<file path="src/rtl/narrow_out_txn_limiter_pkg.sv">
// rtl/narrow_out_txn_limiter_pkg.sv - response codes and error classification for the limiter
package txn_limiter_pkg;

  localparam logic [1:0] RESP_OKAY   = 2'b00;
  localparam logic [1:0] RESP_EXOKAY = 2'b01;
  localparam logic [1:0] RESP_SLVERR = 2'b10;
  localparam logic [1:0] RESP_DECERR = 2'b11;

  // SLVERR and DECERR are the only codes that count as errors.
  function automatic logic is_err_resp(input logic [1:0] resp);
    return (resp == RESP_SLVERR) || (resp == RESP_DECERR);
  endfunction

endpackage

</file>
<file path="src/rtl/snitch_cluster_pkg.sv">
// rtl/snitch_cluster_pkg.sv - narrow AXI request/response types of the cluster
package snitch_cluster_pkg;

  localparam int unsigned NarrowIdWidth   = 4;
  localparam int unsigned NarrowAddrWidth = 48;
  localparam int unsigned NarrowDataWidth = 64;

  typedef struct packed {
    logic [NarrowIdWidth-1:0]   id;
    logic [NarrowAddrWidth-1:0] addr;
    logic [7:0]                 len;
    logic [2:0]                 size;
    logic [1:0]                 burst;
  } narrow_ax_chan_t;

  typedef struct packed {
    logic [NarrowDataWidth-1:0]   data;
    logic [NarrowDataWidth/8-1:0] strb;
    logic                         last;
  } narrow_w_chan_t;

  typedef struct packed {
    logic [NarrowIdWidth-1:0] id;
    logic [1:0]               resp;
  } narrow_b_chan_t;

  typedef struct packed {
    logic [NarrowIdWidth-1:0]   id;
    logic [NarrowDataWidth-1:0] data;
    logic [1:0]                 resp;
    logic                       last;
  } narrow_r_chan_t;

  typedef struct packed {
    narrow_ax_chan_t aw;
    logic            aw_valid;
    narrow_w_chan_t  w;
    logic            w_valid;
    logic            b_ready;
    narrow_ax_chan_t ar;
    logic            ar_valid;
    logic            r_ready;
  } narrow_out_req_t;

  typedef struct packed {
    logic           aw_ready;
    logic           ar_ready;
    logic           w_ready;
    logic           b_valid;
    narrow_b_chan_t b;
    logic           r_valid;
    narrow_r_chan_t r;
  } narrow_out_resp_t;

endpackage

</file>
<file path="src/rtl/narrow_out_txn_limiter_txn_counter.sv">
// rtl/narrow_out_txn_limiter_txn_counter.sv - outstanding-transaction counter with valid-stability lock
module txn_counter #(
  parameter int unsigned Max  = 8,
  parameter int unsigned CntW = $clog2(Max + 1)
) (
  input  logic            clk_i,
  input  logic            rst_i,
  input  logic            inc_i,
  input  logic            dec_i,
  input  logic            lock_set_i,
  input  logic            lock_clr_i,
  input  logic            drain_i,
  output logic            allow_o,
  output logic            lock_o,
  output logic [CntW-1:0] count_o,
  output logic            underflow_o
);

  localparam logic [CntW-1:0] MaxC = CntW'(Max);

  logic [CntW-1:0] r_count;
  logic            r_lock;

  // Admission looks at registered state only, so a same-cycle decrement never frees a slot early.
  assign allow_o     = r_lock | ((r_count < MaxC) & ~drain_i);
  assign lock_o      = r_lock;
  assign count_o     = r_count;
  assign underflow_o = dec_i & ~inc_i & (r_count == '0);

  // Count up on request handshake, down on completion; simultaneous events cancel.
  always_ff @(posedge clk_i) begin
    if (rst_i) begin
      r_count <= '0;
    end else if (inc_i && !dec_i) begin
      r_count <= r_count + CntW'(1);
    end else if (dec_i && !inc_i && (r_count != '0)) begin
      r_count <= r_count - CntW'(1);
    end
  end

  // Hold admission open while a presented request waits for ready, so valid is never withdrawn.
  always_ff @(posedge clk_i) begin
    if (rst_i) begin
      r_lock <= 1'b0;
    end else if (lock_clr_i) begin
      r_lock <= 1'b0;
    end else if (lock_set_i) begin
      r_lock <= 1'b1;
    end
  end

endmodule

</file>
<file path="src/rtl/narrow_out_txn_limiter.sv">
// rtl/narrow_out_txn_limiter.sv - caps outstanding narrow AXI reads/writes, drains, counts errors
module narrow_out_txn_limiter
  import snitch_cluster_pkg::*;
  import txn_limiter_pkg::*;
#(
  parameter int unsigned MaxReads    = 8,
  parameter int unsigned MaxWrites   = 8,
  parameter int unsigned ErrCntWidth = 16
) (
  input  logic                             clk_i,
  input  logic                             rst_i,
  input  narrow_out_req_t                  slv_req_i,
  output narrow_out_resp_t                 slv_resp_o,
  output narrow_out_req_t                  mst_req_o,
  input  narrow_out_resp_t                 mst_resp_i,
  input  logic                             drain_i,
  output logic                             idle_o,
  output logic [$clog2(MaxReads+1)-1:0]    rd_cnt_o,
  output logic [$clog2(MaxWrites+1)-1:0]   wr_cnt_o,
  output logic [ErrCntWidth-1:0]           err_cnt_o,
  input  logic                             err_clr_i,
  output logic                             proto_err_o
);

  logic w_allow_ar, w_allow_aw;
  logic w_ar_lock, w_aw_lock;
  logic w_ar_valid, w_aw_valid;
  logic w_ar_hs, w_aw_hs, w_ar_stall, w_aw_stall;
  logic w_r_last_hs, w_b_hs;
  logic w_rd_uf, w_wr_uf;
  logic w_r_err, w_b_err;
  logic [1:0]             w_err_inc;
  logic [ErrCntWidth:0]   w_err_sum;
  logic [ErrCntWidth-1:0] r_err_cnt;
  logic                   r_proto_err;

  assign w_ar_valid  = slv_req_i.ar_valid & w_allow_ar;
  assign w_aw_valid  = slv_req_i.aw_valid & w_allow_aw;
  assign w_ar_hs     = w_ar_valid & mst_resp_i.ar_ready;
  assign w_aw_hs     = w_aw_valid & mst_resp_i.aw_ready;
  assign w_ar_stall  = w_ar_valid & ~mst_resp_i.ar_ready;
  assign w_aw_stall  = w_aw_valid & ~mst_resp_i.aw_ready;
  assign w_r_last_hs = mst_resp_i.r_valid & slv_req_i.r_ready & mst_resp_i.r.last;
  assign w_b_hs      = mst_resp_i.b_valid & slv_req_i.b_ready;

  // Everything passes straight through except the two address-channel handshakes.
  always_comb begin
    mst_req_o          = slv_req_i;
    mst_req_o.ar_valid = w_ar_valid;
    mst_req_o.aw_valid = w_aw_valid;
  end

  // Ready back to the cluster is masked the same way so no handshake happens on a blocked request.
  always_comb begin
    slv_resp_o          = mst_resp_i;
    slv_resp_o.ar_ready = mst_resp_i.ar_ready & w_allow_ar;
    slv_resp_o.aw_ready = mst_resp_i.aw_ready & w_allow_aw;
  end

  txn_counter #(.Max(MaxReads)) i_rd_counter (
    .clk_i       (clk_i),
    .rst_i       (rst_i),
    .inc_i       (w_ar_hs),
    .dec_i       (w_r_last_hs),
    .lock_set_i  (w_ar_stall),
    .lock_clr_i  (w_ar_hs),
    .drain_i     (drain_i),
    .allow_o     (w_allow_ar),
    .lock_o      (w_ar_lock),
    .count_o     (rd_cnt_o),
    .underflow_o (w_rd_uf)
  );

  txn_counter #(.Max(MaxWrites)) i_wr_counter (
    .clk_i       (clk_i),
    .rst_i       (rst_i),
    .inc_i       (w_aw_hs),
    .dec_i       (w_b_hs),
    .lock_set_i  (w_aw_stall),
    .lock_clr_i  (w_aw_hs),
    .drain_i     (drain_i),
    .allow_o     (w_allow_aw),
    .lock_o      (w_aw_lock),
    .count_o     (wr_cnt_o),
    .underflow_o (w_wr_uf)
  );

  assign idle_o = (rd_cnt_o == '0) & (wr_cnt_o == '0) & ~w_ar_lock & ~w_aw_lock;

  // A completion with nothing outstanding means the downstream broke protocol; remember it until reset.
  always_ff @(posedge clk_i) begin
    if (rst_i) begin
      r_proto_err <= 1'b0;
    end else if (w_rd_uf || w_wr_uf) begin
      r_proto_err <= 1'b1;
    end
  end

  assign proto_err_o = r_proto_err;

  // Only the final R beat carries the transaction's status, so non-last beats are ignored.
  assign w_r_err   = w_r_last_hs & is_err_resp(mst_resp_i.r.resp);
  assign w_b_err   = w_b_hs & is_err_resp(mst_resp_i.b.resp);
  assign w_err_inc = {1'b0, w_r_err} + {1'b0, w_b_err};
  assign w_err_sum = {1'b0, r_err_cnt} + {{(ErrCntWidth-1){1'b0}}, w_err_inc};

  // Saturating error counter; clear wins over events in the same cycle.
  always_ff @(posedge clk_i) begin
    if (rst_i || err_clr_i) begin
      r_err_cnt <= '0;
    end else if (w_err_sum[ErrCntWidth]) begin
      r_err_cnt <= '1;
    end else begin
      r_err_cnt <= w_err_sum[ErrCntWidth-1:0];
    end
  end

  assign err_cnt_o = r_err_cnt;

endmodule

</file>
<file path="config.mk">
export PLATFORM = sky130hd
export DESIGN_NAME = narrow_out_txn_limiter
export DESIGN_NICKNAME = d
export VERILOG_FILES = /design/src/rtl/narrow_out_txn_limiter_pkg.sv /design/src/rtl/snitch_cluster_pkg.sv /design/src/rtl/narrow_out_txn_limiter_txn_counter.sv /design/src/rtl/narrow_out_txn_limiter.sv
export SDC_FILE = /design/constraint.sdc
export NUM_CORES = 1
export LEC_CHECK = 0
export CORE_AREA = 10 10 226 228
export CTS_BUF_LIST = sky130_fd_sc_hd__clkbuf_8
export DETAILED_ROUTE_END_ITERATION = 6
export DIE_AREA = 0 0 236 238
export GPL_TIMING_DRIVEN = 0
export HOLD_SLACK_MARGIN = 0.08
export SYNTH_ARGS = -nofsm -noshare
export SYNTH_HDL_FRONTEND = slang
export SYNTH_SLANG_ARGS = --single-unit
</file>
<file path="constraint.sdc">
create_clock -name clk_i -period 4.15 [get_ports clk_i]
set_input_delay 0.83 -clock clk_i [delete_from_list [all_inputs] [get_ports clk_i]]
set_output_delay 0.83 -clock clk_i [all_outputs]
set_load 0.05 [all_outputs]
</file>
# Word level (Yosys, flattened, before mapping)
# Index checks and enable logic that the tools add are counted.
[word_totals]
regBits = 27
in_bits = 294
output_inout_bits = 316
elab_cells = 76
[classes]
n_addsub = 6
n_lt_le_gt_ge = 2
eq_ne = 4
mux = 5
bitwise = 31
reduce_logical = 22
[op_table]
columns = ["cell", "n"]
rows = [
  ["$and 1x1->1", 22],
  ["$add 16x2->17", 1],
  ["$mux 16", 1],
  ["$mux 4", 4],
  ["$add 4x1->4 const B", 2],
  ["$eq 2x2->1 const B", 4],
  ["$logic_not 4->1", 2],
  ["$lt 4x4->1 const B", 2],
  ["$reduce_bool 4->1", 2],
  ["$sub 4x1->4 const B", 2],
  ["$not 1->1", 7],
  ["$logic_and 1x1->1", 6],
  ["$logic_not 1->1", 4],
  ["$logic_or 1x1->1", 4],
  ["$reduce_bool 2->1", 2],
  ["$reduce_or 2->1", 2],
  ["$add 1x1->2", 1],
  ["$or 1x1->1", 2],
]

# Longest topological paths before layout
# Gate-level depths: netlist of the first run.
[logic_depth]
depth_word = 10
mapped_depth = 9
depth_no_buf = 8

# Hierarchy
# A second synthesis of the first run with hierarchy kept.
[unflattened]
hier_cells = 454
area_unflattened_um2 = 3746.1
[by_module_without_submodules]
columns = ["mod", "n_inst", "cells_each", "area_each_um2", "seq_area_each_um2"]
rows = [
  ["narrow_out_txn_limiter", 1, 392, 3108.0, 340.3],
  ["txn_counter", 2, 31, 319.1, 100.1],
]

# Worst setup path after synthesis of the first run
# OpenSTA, ideal clock, no wires.
[synth_path]
kind = "flip-flop to output port"
start = "register i_wr_counter.r_count[0] (netlist: i_wr_counter.count_o[0])"
end = "output port idle_o"
arrival_ns = 2.185
t_required_ns = 3.320
slack_ns = 1.135
path_stages_with_launch = 4
n_path_buf = 0
path_cell_list = "dfxtp_1 nor4_1 nand2_1 nor3_1"
[synth_via]
elab_chain_cells = 4
[synth_lines]
columns = ["item", "line_no", "text"]
rows = [
  ["start: declaration", "narrow_out_txn_limiter_txn_counter.sv:21", "logic [CntW-1:0] r_count;"],
  ["start signal: assignment", "narrow_out_txn_limiter_txn_counter.sv:35", "r_count <= r_count + CntW'(1);"],
  ["start signal: assignment", "narrow_out_txn_limiter_txn_counter.sv:37", "r_count <= r_count - CntW'(1);"],
  ["$logic_not 4->1", "narrow_out_txn_limiter.sv:88", "assign idle_o = (rd_cnt_o == '0) & (wr_cnt_o == '0) & ~w_ar_lock & ~w_aw_lock;"],
  ["$and 1x1->1 (3 in series)", "narrow_out_txn_limiter.sv:88", ""],
  ["end: declaration", "narrow_out_txn_limiter.sv:17", "output logic idle_o,"],
]
# Every way passes these cells.

# Worst setup path in the final report of the first run
[layout_path]
start = "input port drain_i"
end = "output port mst_req_o[142] (netlist name)"
[layout_via]
elab_chain_cells = 4
[layout_lines]
columns = ["item", "line_no", "text"]
rows = [
  ["start: declaration", "narrow_out_txn_limiter.sv:16", "input logic drain_i,"],
  ["$not 1->1", "narrow_out_txn_limiter_txn_counter.sv:25", "assign allow_o = r_lock | ((r_count < MaxC) & ~drain_i);"],
  ["$and 1x1->1", "narrow_out_txn_limiter_txn_counter.sv:25", ""],
  ["$or 1x1->1", "narrow_out_txn_limiter_txn_counter.sv:25", ""],
  ["$and 1x1->1", "narrow_out_txn_limiter.sv:38", "assign w_aw_valid = slv_req_i.aw_valid & w_allow_aw;"],
  ["end: declaration", "narrow_out_txn_limiter.sv:14", "output narrow_out_req_t mst_req_o,"],
]
# Every way passes these cells.

==> impl_results.md, run 1 <==
* Status: complete, no violations
* Ys Warns at 0
* Synth Area in XOR/XNOR at 1.87%
* Clock root cell: clkbuf_8
* Largest family of logic cells by synthesized area: buffers and inverters
* DPL Wire Length at 20.5 mm
* Maximum root-to-sink buffer count at 2
* CP Cell Sequence: clkdlybuf4s50_1, o21bai_1, and2_1, buf_4, clkdlybuf4s50_1
* Layout cells sized above 1 at 37.8%
* Fmax at 0.270 GHz
* Syn Nets at 769
* Maximum vdd drop at 0.136 mV
* Ant diodes at 0
* Portion of netlist area occupied by mux cells at 1.34%
* Placer congestion estimate at 0.778
* Unique masters post-synth at 45
* Overall fraction of global-route tracks in use at 6.91%
* Pwr per Cell Area at 226 mW/mm^2
* Compound-Gate Fraction of Synth Area at 7.30%
* Routed vias at 3972
* Final instance area at 0.00785 mm^2
* Worst skew pair latency at 0.30 ns
* DRT iter0 DRCs at 97
* Delay-heaviest family, CP: buffers and inverters
* Post-CTS Resized at 0
* Post-synthesis register bit count at 27
* Nets@finish at 1104
* Post-CTS setup buffers at 0
* Post-DR wirelength/cell at 15.6 um
* CP max-delay cell: clkdlybuf4s50_1
* Core area at 0.0464 mm^2
* Area of the die at 0.0562 mm^2
* Max Clock Skew at 0.00454 ns
* Endpoints failing setup at 0
* Placed instance area at 0.00780 mm^2
* PortBufs at 330
* Final Max Slew Viols at 0
* Avg Vias per Cell at 2.82
* Sequential share of the synthesized area at 14.5%
* CTS tree: done
* Syn-to-layout area delta at 110%
* HP Class: reg -> reg
* Worst setup SP type: input pin
* TNS Setup at 0 ns
* Io pins at 610
* Pin count of the biggest net entering global routing at 17
* Worst slew margin at 43.0%
* Starting Density at 8.06%
* Crit path DAT at 2.87 ns
* Mean Syn Cell Area at 8.00 um^2
* Synth top area cells: buf_4, dfxtp_1, a21oi_1
* Clock sink total at 27
* Crit path time final at 3.70 ns
* Grt ovf at 0
* Die height at 238 um
* Pleak at 3.19 nW
* PnR worst setup slack at 0.452 ns
* DR pass1 iterations at 4
* H-tree depth at 1
* Yosys top cell by area: buf_4
* Leading register cell type out of synthesis: dfxtp_1
* DRC at 0
* Share of the synthesized area in the top cell type at 58.1%
* Critical path capture point type: output port
* WP buf/inv at 3
* Filler cells at 5209
* Routed WL at 21.9 mm
* RSZ-0062 raised after global routing: false
* Simple-Gate Fraction of Synth Area at 11.9%
* Crit path largest cell delay at 0.86 ns
* Final worst-path cycle share at 89.1%
* Antenna violations before repair at 0
* Worst-path fanout max at 6
* Worst Max-Slew Pin Slew at 0.848 ns
* Worst Path Required at 3.32 ns
* Post-Syn Area at 0.00374 mm^2
* Number of synthesized flops with an enable pin at 0
* Rows at 79
* Pre-CTS WS at 0.328 ns
* Clk slew on worst S/H paths at 0.11 ns
* Crit path top cell by count: clkdlybuf4s50_1
* Post-Synthesis Cells at 467
* First-pass GRT wire length at 29.7 mm
* Final hold vios at 0
* CTS Hold Bufs at 0
* Fraction of registers with async set/reset at 0%
* Post-DRT Antenna Nets at 0
* Synth Area in Adders at 3.28%
* Setup slack, reg-to-reg at 1.37 ns
* TritonCTS buffer count at 3
* Vias in the first global route at 4453
* CP Class: in -> out
* Max-cap viol count at 0
* Width of the die at 236 um
Yosys cell counts (all sizes together), types with 5 or more instances:
library cell,n
a211oi,5
nand3,12
dfxtp,27
nor3,9
a21oi,16
mux2i,5
o21ai,7
nor2,7
nand4,6
nand2,10
nor3b,5
inv,9
ha,5
buf,292
nor4,5
layout make-up:
type / count / area (um^2) / area share (%)
buffer: 294 / 2200 / 28.1
clock buffer: 3 / 41.3 / 0.526
clock inverter: 1 / 7.51 / 0.0956
inverter: 9 / 33.8 / 0.430
multi-input combinational: 137 / 960 / 12.2
sequential: 27 / 541 / 6.89
tap: 607 / 759 / 9.68
timing repair buffer: 330 / 3300 / 42.1
layout by cell type, fill, tap and decap left out, drive strengths merged, types with 6 or more instances in the layout:
cell           netlist  final
nand4                6      6
inv                  9      9
nor3                 9      9
dfxtp               27     27
a21oi               16     16
nand2               10     10
buf                292    292
nor2                 7      7
o21ai                7      7
clkdlybuf4s50        0    330
nand3               12     12
worst min-delay path, cell delays in order, from the launching register on:
cell	delay (ns)
dfxtp_1	0.35
inv_1	0.08
a211oi_1	0.06
power breakdown:
part | leakage [nW] | switching, mW | internal (mW)
clock | 0.0217 | 0.109 | 0.0691
combinational | 2.95 | 0.800 | 0.499
sequential | 0.219 | 0.0232 | 0.275
total | 3.19 | 0.932 | 0.843
per-layer routing:
| metal | GRT usage, % | wire length [um] |
|---|---|---|
| met1 | 6.08 | 6780 |
| met2 | 13.5 | 12100 |
| met3 | 3.98 | 2860 |
| met4 | 1.01 | 196 |
| met5 | 0 | 0 |
kinds of logic after synthesis:
| kind of cell | after synthesis |
|---|---|
| AO/OA/AOI/OAI | 42 |
| XOR/XNOR | 8 |
| adder cells (fa/ha/maj) | 8 |
| buffers and inverters | 303 |
| flip-flops | 27 |
| multiplexers | 5 |
| AND/OR/NAND/NOR | 74 |
through the flow:
stage	util (%)	power (mW)	instances	hold WS, ns
global placement	16.8	1.61	1404	0.507
floorplan	-	1.21	467	0.487
global route	16.9	1.86	1408	0.570
finish	16.9	1.77	1408	0.534
CTS	16.9	1.81	1408	0.540
detailed placement	16.8	1.62	1404	0.520
sequential cells by signal, indices dropped and copies added (netlist names):
register and count:
i_rd_counter.count_o 4, i_wr_counter.lock_o 1, i_rd_counter.lock_o 1, i_wr_counter.count_o 4
err_cnt_o 16, proto_err_o 1
path summary, 6_finish.rpt:
kind	from	to	cells past startpoint
worst max-delay path	drain_i	mst_req_o[142]	5
worst min-delay path	err_cnt_o[15]	err_cnt_o[15]	2
worst max register to register	i_rd_counter.count_o[3]	i_rd_counter.count_o[3]	9
worst min register to register	err_cnt_o[15]	err_cnt_o[15]	2
(Power assumes the default switching activity.)
==> run 2, diff against run 1 <==
SKIP_CTS_REPAIR_TIMING = 1   (was default)
==> results of run 2 <==
Same layout as run 1: the final DEF is identical, and so are final timing and power.
